**src/rtl/angelia_i2s_slave_rx_if.sv**
```systemverilog
// Pin and result bundle for the I2S slave receiver.
// The master side drives BCLK/LRCLK/DIN; the slave side (the receiver) returns the words and status.
interface angelia_i2s_slave_rx_if #(
  parameter int unsigned DATA_WIDTH = 16
);
  logic                  BCLK_IN;
  logic                  LRCLK_IN;
  logic                  DIN;
  logic [DATA_WIDTH-1:0] l_data;
  logic [DATA_WIDTH-1:0] r_data;
  logic                  data_valid;
  logic                  locked;
  logic                  frame_err;

  modport master (
    output BCLK_IN, LRCLK_IN, DIN,
    input  l_data, r_data, data_valid, locked, frame_err
  );

  modport slave (
    input  BCLK_IN, LRCLK_IN, DIN,
    output l_data, r_data, data_valid, locked, frame_err
  );
endinterface

```
**src/rtl/angelia_i2s_slave_rx.sv**
```systemverilog
// I2S slave receiver: synchronises BCLK/LRCLK/DIN, deserialises stereo words and checks frame timing.
// Define I2S_RX_LJ_EN for left-justified framing (MSB on the LRCLK-change bit, LRCLK 1 = left).
module angelia_i2s_slave_rx #(
  parameter int unsigned DATA_WIDTH   = 16,
  parameter int unsigned SLOT_BITS    = 32,
  parameter int unsigned SYNC_STAGES  = 2,
  parameter int unsigned BCLK_TIMEOUT = 255
) (
  input logic                   CLK_IN,
  input logic                   reset_n,
  angelia_i2s_slave_rx_if.slave bus
);
  localparam int unsigned K_W    = $clog2(SLOT_BITS) + 1;
  localparam int unsigned IDLE_W = $clog2(BCLK_TIMEOUT + 1);
  localparam logic [K_W-1:0]    K_MAX    = '1;
  localparam logic [IDLE_W-1:0] IDLE_MAX = '1;

  logic [SYNC_STAGES-1:0] bclk_sync, lr_sync, din_sync;
  logic                   bclk_hist;
  logic [K_W-1:0]         k;
  logic                   lr_prev, lr_valid, first, pend;
  logic [1:0]             good_cnt;
  logic [IDLE_W-1:0]      idle_cnt;
  logic [DATA_WIDTH-1:0]  shifter, l_hold, r_hold;

  logic                  rise_det, lr_s, din_s, lr_chg, len_ok, shift_en, word_done, is_left;
  logic [K_W-1:0]        k_cur;
  logic [DATA_WIDTH-1:0] shift_next;

  // Bit position of the current rise and the data-slot decode for the selected format.
  always_comb begin
    rise_det   = bclk_sync[SYNC_STAGES-1] & ~bclk_hist;
    lr_s       = lr_sync[SYNC_STAGES-1];
    din_s      = din_sync[SYNC_STAGES-1];
    lr_chg     = lr_valid & (lr_s != lr_prev);
    k_cur      = lr_chg ? '0 : ((k == K_MAX) ? K_MAX : k + K_W'(1));
    len_ok     = ((K_W+1)'(k) + (K_W+1)'(1)) == (K_W+1)'(SLOT_BITS);
    shift_next = {shifter[DATA_WIDTH-2:0], din_s};
`ifdef I2S_RX_LJ_EN
    is_left    = lr_s;
    shift_en   = (first | lr_chg) & (k_cur <= K_W'(DATA_WIDTH - 1));
    word_done  = shift_en & (k_cur == K_W'(DATA_WIDTH - 1));
`else
    is_left    = ~lr_s;
    shift_en   = (first | lr_chg) & (k_cur >= K_W'(1)) & (k_cur <= K_W'(DATA_WIDTH));
    word_done  = shift_en & (k_cur == K_W'(DATA_WIDTH));
`endif
  end

  always_ff @(posedge CLK_IN or negedge reset_n) begin
    if (!reset_n) begin
      bclk_sync      <= '0;
      lr_sync        <= '0;
      din_sync       <= '0;
      bclk_hist      <= 1'b0;
      k              <= '0;
      lr_prev        <= 1'b0;
      lr_valid       <= 1'b0;
      first          <= 1'b0;
      pend           <= 1'b0;
      good_cnt       <= '0;
      idle_cnt       <= '0;
      shifter        <= '0;
      l_hold         <= '0;
      r_hold         <= '0;
      bus.l_data     <= '0;
      bus.r_data     <= '0;
      bus.data_valid <= 1'b0;
      bus.locked     <= 1'b0;
      bus.frame_err  <= 1'b0;
    end else begin
      bclk_sync      <= {bclk_sync[SYNC_STAGES-2:0], bus.BCLK_IN};
      lr_sync        <= {lr_sync[SYNC_STAGES-2:0], bus.LRCLK_IN};
      din_sync       <= {din_sync[SYNC_STAGES-2:0], bus.DIN};
      bclk_hist      <= bclk_sync[SYNC_STAGES-1];
      bus.data_valid <= 1'b0;
      bus.frame_err  <= 1'b0;
      pend           <= 1'b0;

      // Publish the pair one cycle after the right word lands in its hold.
      if (pend) begin
        bus.l_data     <= l_hold;
        bus.r_data     <= r_hold;
        bus.data_valid <= 1'b1;
      end

      if (rise_det) begin
        idle_cnt <= '0;
        lr_prev  <= lr_s;
        if (!lr_valid) begin
          lr_valid <= 1'b1;
          k        <= '0;
        end else begin
          k <= k_cur;
          if (lr_chg) begin
            first <= 1'b1;
            if (first) begin
              if (len_ok) begin
                if (good_cnt != 2'd2) good_cnt <= good_cnt + 2'd1;
                if (good_cnt != 2'd0) bus.locked <= 1'b1;
              end else begin
                bus.frame_err <= 1'b1;
                good_cnt      <= '0;
                bus.locked    <= 1'b0;
              end
            end
          end
          if (shift_en) begin
            shifter <= shift_next;
            if (word_done) begin
              if (is_left) begin
                l_hold <= shift_next;
              end else begin
                r_hold <= shift_next;
                pend   <= bus.locked;
              end
            end
          end
        end
      end else begin
        if (idle_cnt != IDLE_MAX) idle_cnt <= idle_cnt + IDLE_W'(1);
        // BCLK has gone quiet: forget framing so the next burst starts from scratch.
        if (idle_cnt == IDLE_W'(BCLK_TIMEOUT - 1)) begin
          bus.locked <= 1'b0;
          good_cnt   <= '0;
          first      <= 1'b0;
          lr_valid   <= 1'b0;
          k          <= '0;
        end
      end
    end
  end
endmodule

```
**src/flat_wrapper.sv**
```systemverilog
// flat-port wrapper written by rule: the top's interface ports become plain ports
module angelia_i2s_slave_rx_flat 
#(
  parameter int unsigned DATA_WIDTH   = 16,
  parameter int unsigned SLOT_BITS    = 32,
  parameter int unsigned SYNC_STAGES  = 2,
  parameter int unsigned BCLK_TIMEOUT = 255
)
  (CLK_IN, reset_n, bus_BCLK_IN, bus_LRCLK_IN, bus_DIN, bus_l_data, bus_r_data, bus_data_valid, bus_locked, bus_frame_err);
  angelia_i2s_slave_rx_if #(.DATA_WIDTH(DATA_WIDTH)) bus_i ();
  input logic CLK_IN;
  input logic reset_n;
  input wire logic [$bits(bus_i.BCLK_IN)-1:0] bus_BCLK_IN;
  input wire logic [$bits(bus_i.LRCLK_IN)-1:0] bus_LRCLK_IN;
  input wire logic [$bits(bus_i.DIN)-1:0] bus_DIN;
  output wire logic [$bits(bus_i.l_data)-1:0] bus_l_data;
  output wire logic [$bits(bus_i.r_data)-1:0] bus_r_data;
  output wire logic [$bits(bus_i.data_valid)-1:0] bus_data_valid;
  output wire logic [$bits(bus_i.locked)-1:0] bus_locked;
  output wire logic [$bits(bus_i.frame_err)-1:0] bus_frame_err;
  assign bus_i.BCLK_IN = bus_BCLK_IN;
  assign bus_i.LRCLK_IN = bus_LRCLK_IN;
  assign bus_i.DIN = bus_DIN;
  assign bus_l_data = bus_i.l_data;
  assign bus_r_data = bus_i.r_data;
  assign bus_data_valid = bus_i.data_valid;
  assign bus_locked = bus_i.locked;
  assign bus_frame_err = bus_i.frame_err;
  angelia_i2s_slave_rx #(.DATA_WIDTH(DATA_WIDTH), .SLOT_BITS(SLOT_BITS), .SYNC_STAGES(SYNC_STAGES), .BCLK_TIMEOUT(BCLK_TIMEOUT)) u_core (.CLK_IN(CLK_IN), .reset_n(reset_n), .bus(bus_i));
endmodule
```
**config.mk**
```make
export PLATFORM = sky130hd
export DESIGN_NAME = angelia_i2s_slave_rx_flat
export DESIGN_NICKNAME = d
export VERILOG_FILES = /design/src/rtl/angelia_i2s_slave_rx_if.sv /design/src/rtl/angelia_i2s_slave_rx.sv /design/src/flat_wrapper.sv
export SDC_FILE = /design/constraint.sdc
export NUM_CORES = 1
export LEC_CHECK = 0
export CORE_MARGIN = 4
export CORE_UTILIZATION = 44
export CTS_BUF_LIST = sky130_fd_sc_hd__clkbuf_4 sky130_fd_sc_hd__clkbuf_8 sky130_fd_sc_hd__clkbuf_16
export DETAILED_ROUTE_END_ITERATION = 7
export PLACE_DENSITY = 0.62
export SLEW_MARGIN = 20
export SYNTH_ARGS = -nofsm -noshare
export SYNTH_HDL_FRONTEND = slang
export SYNTH_SLANG_ARGS = --single-unit
```
**constraint.sdc**
```tcl
create_clock -name CLK_IN -period 2.75 [get_ports CLK_IN]
set_clock_uncertainty 0.1 [all_clocks]
set_input_delay 0.825 -clock CLK_IN [delete_from_list [all_inputs] [get_ports CLK_IN]]
set_output_delay 0.825 -clock CLK_IN [all_outputs]
set_load 0.05 [all_outputs]
```
Yosys cells after proc, flatten, opt, wreduce, memory -nomap -nowiden. Index checks and enable logic that the tools add are counted.

Register bits after elaboration: 109. Output and inout port bits: 35.

Bitwise logic cells: 8. Reduce and logical (&&, ||, !) cells: 9. $lt $le $gt $ge: 2. Equal/unequal tests: 12. Add/subtract/negate cells: 4. Muxes and demuxes: 36.

Operator list (count): 2-to-1 mux 6 bit (5); 2-to-1 mux 1 bit (22); AND reduction 5 bit (4); 2-to-1 mux 8 bit (2); 2-to-1 mux 2 bit (7); adder 8 x 1 -> 8 bit, second input constant (1); == test 8 bit, second input constant (1); != test 8 bit, second input constant (1); adder 6 x 1 -> 7 bit, second input constant (1); == test 7 x 6 -> 1 bit, second input constant (1); adder 6 x 1 -> 6 bit, second input constant (1); == test 6 x 5 -> 1 bit, second input constant (1); == test 6 bit, second input constant (1); greater-or-equal comparator 6 x 1 -> 1 bit, second input constant (1); less-or-equal comparator 6 x 5 -> 1 bit, second input constant (1); != test 3 bit, second input constant (2); AND reduction 3 bit (2); nonzero test 2 bit (3); bitwise AND 1 bit (5); != test 2 x 1 -> 1 bit, second input constant (2); != test 2 bit, second input constant (2); adder 2 x 1 -> 2 bit, second input constant (1); inverter 1 bit (2); != test 1 bit (1); OR 1 bit (1).

Depth between registers and ports, before layout. Gate-level depths: netlist of the first run.

Depth in word-level cells: 11. Gate-level depth with buffers: 8. Mapped depth without buffers: 7.

Least setup slack after synthesis of the first run. OpenSTA, ideal clock, no wires.

Path type: register to register. Start: register u_core.k[0]. End: register u_core.r_hold[10]. Arrival time: 2.467 ns. Cell stages (with the launch flop): 9. Buffers on the path: 2. Slack: 0.058 ns. Setup time: 0.125 ns. Required time: 2.525 ns. Cell sequence: dfrtp_1 -> ha_1 -> nor3_1 -> a41oi_1 -> or3_4 -> or4_4 -> buf_6 -> buf_12 -> mux2_4.

Word-level cells in the longest chain between the ends: 8.

Ends and longest elaborated chain: start: declaration (RTL line angelia_i2s_slave_rx.sv:20) `logic [K_W-1:0] k;`; start signal: assignment (RTL line angelia_i2s_slave_rx.sv:94) `k <= k_cur;`; adder 6 x 1 -> 6 bit or == test 6 bit (tied branches) (RTL line angelia_i2s_slave_rx.sv:36) `k_cur = lr_chg ? '0 : ((k == K_MAX) ? K_MAX : k + K_W'(1));`; 2-to-1 mux 6 bit (*) (2 in series) (RTL line angelia_i2s_slave_rx.sv:36); greater-or-equal comparator 6 x 1 -> 1 bit (RTL line angelia_i2s_slave_rx.sv:45) `shift_en = (first | lr_chg) & (k_cur >= K_W'(1)) & (k_cur <= K_W'(DATA_WIDTH));`; bitwise AND 1 bit (2 in series) (RTL line angelia_i2s_slave_rx.sv:45); bitwise AND 1 bit (RTL line angelia_i2s_slave_rx.sv:46) `word_done = shift_en & (k_cur == K_W'(DATA_WIDTH));`; AND reduction 5 bit (no line) (*); end signal: assignment (RTL line angelia_i2s_slave_rx.sv:114) `r_hold <= shift_next;`; end: declaration (RTL line angelia_i2s_slave_rx.sv:24) `logic [DATA_WIDTH-1:0] shifter, l_hold, r_hold;`.

Every way passes the cells marked *; elsewhere a longest branch is shown, timed or not. A chain may end at the register's enable or synchronous reset.

Final worst setup path of the first run.
Start: register u_core.k[0]. End: register u_core.r_hold[9].

The elaborated chain is that of the path after synthesis.

==> results.tsv, run 1 <==
metric	value	unit
worstHoldStart	u_core.lr_sync[0]	
multi_input_area	1624	um2
final_cells	505	
cts_htree_levels	3	
crit_family	simple AND/OR/NAND/NOR gates	
slew_headroom	60.23	%
min_path_type	reg -> reg	
worst-path-max-fanout	17	
syn_nets	328	
place_congestion	0.7713	
ant_nets	0	
area_delta_synth_final	17.27	%
path_clk_slew	100	ps
period_share	94.56	%
peakVddDrop	407.1	uV
net-switching-power	826.6	uW
netlist_instances	317	
num_rows	36	
die_w	108.6	um
r2r_cells	6	
grt_max_degree	37	
worst_slew_pin_slew	581.6	ps
clk_latency	360	ps
cap_viol_max_count	0	
io_pins	40	
drc_errors	0	
clockBufferDepth	2	
power_frac_comb	11.0	%
port_buffers	39	
seqPwrFrac	59.0	%
reg2reg_to	u_core.r_hold[9]	
ys_seq_elements	109	
clockRootBuffer	clkbuf_8	
status	finished clean	
setup_viol	0	
grt_pass1_wl	12.75	mm
synth_warnings	0	
fin_nets	378	
synth_cell_types	45	
die_y	108.6	um
max_freq	384.6	MHz
fin_setup_tns	0	ps
arrival	2750	ps
path_class	reg -> reg	
worstPathRequired	2900	ps
p_sw_share	27.13	%
numCtsBuffers	9	
cp_slowest_stage_delay	690	ps
wl_per_cell	14.71	um
num_vias	2562	
hold_depth	0	
power.density	583.2	nW/um2
critPathLaunchType	register	
core-area	9819	um2
cts_hold_buf	0	
start_util	45.37	%
first_pass_iters	5	
finalHoldViolCount	0	
yosysSeqAreaShare	61.22	%
drt-total-wl	7.429	mm
crit_slowest_cell	or4_4	
path_buf_inv	0	
holdPathEnd	u_core.lr_sync[1]	
path_cells	ha_2 -> nor3_1 -> a41oi_1 -> or3_4 -> or4_4 -> mux2_4	
first_global_vias	2574	
startpoint	u_core.k[0]	
dp.cells	489	
syn_avg_cell_area	14.06	um2
synth_area	4456	um2
grt_remaining_overflow	0	
r2r_slack	150	ps
num-fill-cells	877	
dieArea	11800	um2
rsz0062_at_grt	false	
ff_latch_area	2728	um2
drt-initial-drc-count	79	
antenna_cells	0	
leakage	0.002505	uW
worstReg2RegStart	u_core.k[0]	
clock-sinks	109	
drive_gt1_share	31.72	%
grt_antenna_before_repair	0	
end_kind	register	
hpwl	5.296	mm
slew_viol_final	0	
track_usage	13.73	%
cell_internal_pwr	2221	uW
cts_tree	built	
fin_crit	2600	ps
p_clk_share	30.0	%
avgViaCountPerCell	5.073	
## routing by layer
layer  GRT usage (%)  up-vias  part of all wire (%)
li1                -     1222                     -
met1           19.05     1291                    47
met2           21.40       40                    47
met3           3.493        9                   4.5
met4           4.148        0                   1.0
met5               0        -                     0
## sequential cells by signal, indices dropped and copies added, names as in the netlist
name	cells
u_core.bus.r_data	16
u_core.bus.locked	1
u_core.lr_valid	1
u_core.good_cnt	2
u_core.lr_prev	1
u_core.bus.l_data	16
u_core.k	6
u_core.din_sync	2
u_core.shifter	15
u_core.idle_cnt	8
u_core.bus.data_valid	1
u_core.r_hold	16
u_core.first	1
u_core.bus.frame_err	1
u_core.l_hold	16
u_core.lr_sync	2
u_core.pend	1
u_core.bclk_sync	2
u_core.bclk_hist	1
## layout make-up
class                      count  share of cell area, %
sequential                   109                  52.20
multi-input combinational    187                  31.08
timing repair buffer          52                  9.291
tap                          133                  3.185
clock buffer                  10                  2.634
clock inverter                 6                  1.030
inverter                       8                 0.5747
## worst max-delay path by stage
| stage | to | slack (ps) | cells after the start |
|---|---|---|---|
| 2_1_floorplan | u_core.r_hold[10] | 60 | 8 |
| 3_3_place_gp | u_core.r_hold[11] | 150 | 6 |
| 3_5_place_dp | u_core.r_hold[6] | 100 | 6 |
| 4_1_cts | u_core.r_hold[4] | 80 | 6 |
| 5_1_grt | u_core.r_hold[4] | 70 | 6 |
| 6_report | u_core.r_hold[9] | 150 | 6 |
## cell families after synthesis
logic type	Yosys count	synth area share, %
adder cells (fa/ha/maj)	6	1.685
AO/OA/AOI/OAI	34	4.915
buffers and inverters	21	2.387
XOR/XNOR	4	0.7864
AND/OR/NAND/NOR	62	7.807
multiplexers	81	21.20
flip-flops	109	61.22
## power groups by stage
| stage | Combinational [uW] | Sequential [uW] | Clock, uW |
|---|---|---|---|
| final | 336 | 1800 | 914 |
| after global placement | 329 | 1820 | 0 |
| after global routing | 378 | 1810 | 1020 |
| after detailed placement | 337 | 1830 | 0 |
| after CTS | 340 | 1800 | 956 |
| after floorplan | 189 | 1830 | 0 |
## layout by cell type, fill, tap and decap left out, drive strengths merged, types with 3 or more instances in the layout
master | netlist | layout
nor2b | 3 | 3
nand3 | 7 | 7
o21a | 4 | 4
a31oi | 3 | 3
nor2 | 13 | 13
nand4 | 4 | 4
nand2 | 14 | 14
dfrtp | 109 | 109
o21ai | 12 | 12
clkinvlp | 0 | 3
inv | 8 | 11
a21oi | 5 | 5
mux2 | 80 | 80
nor3 | 5 | 5
clkbuf | 6 | 10
ha | 6 | 6
clkdlybuf4s50 | 0 | 38
buf | 7 | 14
## metrics by stage
step	power [uW]	instance area [um2]	util, %	setup slack (ps)	hold slack (ps)
final	3047	5225	53.21	149.6	261.3
after global routing	3209	5225	53.21	73.37	287.3
after CTS	3094	5223	53.19	77.49	262.7
after detailed placement	2166	5031	51.24	99.85	236.5
after global placement	2154	5031	51.24	154.8	234.9
after floorplan	2022	4456	-	58.16	231.2
## synth_stat cells (all sizes together)
cell type | count | area [um2]
a31oi | 3 | 18.77
o21a | 4 | 30.03
or3 | 2 | 17.52
or2 | 1 | 6.260
o2111ai | 1 | 8.760
o21ai | 12 | 60.06
inv | 8 | 30.03
a2111oi | 1 | 8.760
nor4 | 2 | 27.53
a31o | 1 | 8.760
a22o | 2 | 17.52
buf | 7 | 52.55
nand4 | 4 | 25.02
o21bai | 1 | 7.510
mux2 | 80 | 934.7
and3b | 2 | 17.52
and3 | 2 | 12.51
a21oi | 5 | 25.02
a21bo | 1 | 10.01
a41oi | 1 | 8.760
ha | 6 | 75.07
xnor2 | 2 | 17.52
and4b | 1 | 11.26
a211oi | 2 | 15.01
and2 | 1 | 6.260
nand2 | 14 | 52.55
nand3 | 7 | 35.03
or4 | 1 | 11.26
mux2i | 1 | 10.01
dfrtp | 109 | 2728
nand3b | 2 | 15.01
nor2b | 3 | 18.77
xor2 | 2 | 17.52
or2b | 1 | 8.760
nor3 | 5 | 25.02
clkbuf | 6 | 23.77
nor2 | 13 | 48.80
and4 | 1 | 8.760
## timing repair
action	in CTS	in global routing
buffers inserted	0	0
endpoints found under the setup margin	0	2
hold endpoints to repair	0	0
resized for setup	0	1
Note: power is estimated with default switching activity, not from simulation.
==> run 2, diff against run 1 <==
CORE_UTILIZATION = 51   (was 44)
PLACE_DENSITY = 0.71   (was 0.62)
==> run 2 against run 1 <==
Compared with the run above:
- count of clock-buffer cells in the layout increased by 1
- sequential share of layout area about the same
- sequential power about the same
- via count increased by 0.78%
- register-to-register slack got worse by 70 ps
- non-clock buffer count unchanged
- final cell count decreased by 5.3%
- total power increased by 0.78%
- die area decreased by 13%
- critical endpoint is now u_core.r_hold[11]
- largest cell class unchanged
==> results.tsv, run 2 (same netlist as run 1, synthesis figures left out) <==
metric	value	unit	change
drive_gt1_share	31.90	%	+0.18 points
place_congestion	0.8470		+9.8%
grt_antenna_before_repair	0		unchanged
worstPathRequired	2910	ps	about the same
startpoint	u_core.k[0]		
final_common_cell	dfrtp_1		
seqPwrFrac	58.4	%	-0.6 points
cp_slowest_stage_delay	640	ps	-50 ps
rsz0062_at_grt	false		
hpwl	4.913	mm	-7.2%
grt_remaining_overflow	0		unchanged
area_delta_synth_final	17.33	%	about the same
peakVddDrop	433.6	uV	+6.5%
critPathLaunchType	register		
cell_internal_pwr	2291	uW	+3.2%
fin_nets	380		+0.53%
fin_area	5228	um2	about the same
clockRootBuffer	clkbuf_8		
cts_setup_buffers	0		unchanged
worstHoldStart	u_core.din_sync[0]		
grt_pass1_wl	12.32	mm	-3.4%
max_freq	374.4	MHz	-2.6%
path_clk_slew	90	ps	about the same
p_clk_share	30.3	%	+0.3 points
grt_max_degree	70		+89%
avgViaCountPerCell	5.402		+6.5%
finalHoldViolCount	0		unchanged
io_pins	40		unchanged
cts_tree	built		
worst-path-max-fanout	8		-9
drt-initial-drc-count	79		unchanged
setup_viol	0		unchanged
cts_htree_levels	3		unchanged
num_rows	33		-8.3%
end_kind	register		
path_class	reg -> reg		
numCtsBuffers	9		unchanged
crit_slowest_cell	or4_4		
cap_viol_max_count	0		unchanged
first_pass_iters	4		-1
path_cells	ha_1 -> nor3_1 -> a41oi_1 -> or3_4 -> or4_4 -> mux2_4		
dieArea	10300	um2	-13%
wl_per_cell	15.33	um	+4.2%
antenna_cells	0		unchanged
drc_errors	0		unchanged
path_buf_inv	0		unchanged
clockBufferDepth	2		unchanged
r2r_slack	80	ps	-70 ps
die_w	101.5	um	-6.6%
power.density	587.5	nW/um2	+0.74%
die_y	101.5	um	-6.6%
final_cell_mix	dfrtp_1 (109), mux2_2 (71), clkdlybuf4s50_1 (38), nand2_1 (14), nor2_1 (13)		
dpl_cell_area	5012	um2	-0.37%
clk_latency	360	ps	about the same
power_frac_comb	11.3	%	+0.3 points
port_buffers	39		unchanged
worst_slew_pin_slew	665.2	ps	+83.63 ps
ant_nets	0		unchanged
crit_family	simple AND/OR/NAND/NOR gates		
net-switching-power	780.4	uW	-5.6%
start_util	53.42	%	+8.0 points
arrival	2830	ps	+80 ps
slew_headroom	55.61	%	-4.6 points
drt-total-wl	7.326	mm	-1.4%
min_path_type	reg -> reg		
status	finished clean		
period_share	97.13	%	+2.6 points
fin_setup_tns	0	ps	unchanged
core-area	8341	um2	-15%
leakage	0.002515	uW	+0.39%
fin_crit	2671	ps	+70.53 ps
track_usage	15.29	%	+1.6 points
worstReg2RegStart	u_core.k[0]		
first_global_vias	2598		+0.93%
clock-sinks	109		unchanged
num_vias	2582		+0.78%
slew_viol_final	0		unchanged
p_sw_share	25.41	%	-1.7 points
## run 2: routing by layer
metal,vias to the layer above,GRT usage [%],share of wire [%]
met4,0,5.010,1.2
met1,1294,20.68,49
met3,6,5.303,4.2
met2,45,23.29,46
met5,-,0,0
li1,1237,-,-
## run 2: layout make-up
cell class | instances | area, um2
clock inverter | 4 | 50.05
fill | 654 | 3113
multi-input combinational | 189 | 1648
sequential | 109 | 2728
clock buffer | 11 | 138.9
timing repair buffer | 52 | 501.7
inverter | 8 | 30.03
tap | 105 | 131.4
## run 2: timing repair
action                     in CTS  in global routing
gates resized for setup         0                  3
setup endpoints to repair       0                 16
hold buffers                    0                  0
## run 2: power groups by stage
stage | combinational (uW) | sequential [uW] | clock, uW
2_1_floorplan | 189 | 1830 | 0
3_3_place_gp | 332 | 1820 | 0
3_5_place_dp | 343 | 1830 | 0
4_1_cts | 345 | 1790 | 971
5_1_grt | 394 | 1810 | 1040
6_report | 347 | 1790 | 930
## run 2: worst reg2reg max path: stages (launching register included)
cell and delay, ps:
dfrtp_1 390, ha_1 280, nor3_1 270, a41oi_1 100
or3_4 460, or4_4 640, mux2_4 320
## run 2: final timing paths
kind / to / cells after the start
hold / removal: u_core.din_sync[1] / 0
max in group asynchronous: u_core.idle_cnt[2] / 2
hold reg to reg: u_core.din_sync[1] / 0
setup / recovery: u_core.r_hold[11] / 6
min in group asynchronous: u_core.bus.l_data[15] / 1
setup reg to reg: u_core.r_hold[11] / 6
## run 2: metrics by stage
stage	total power, uW	hold slack [ps]	utilization, %	setup slack (ps)	std cells
2_1_floorplan	2022	231.2	-	58.16	317
3_3_place_gp	2153	235.1	60.10	153.6	461
3_5_place_dp	2170	237.3	60.10	13.93	461
4_1_cts	3110	259.6	62.36	4.064	476
5_1_grt	3247	268.8	62.68	21.09	478
6_report	3071	257.1	62.68	79.04	478
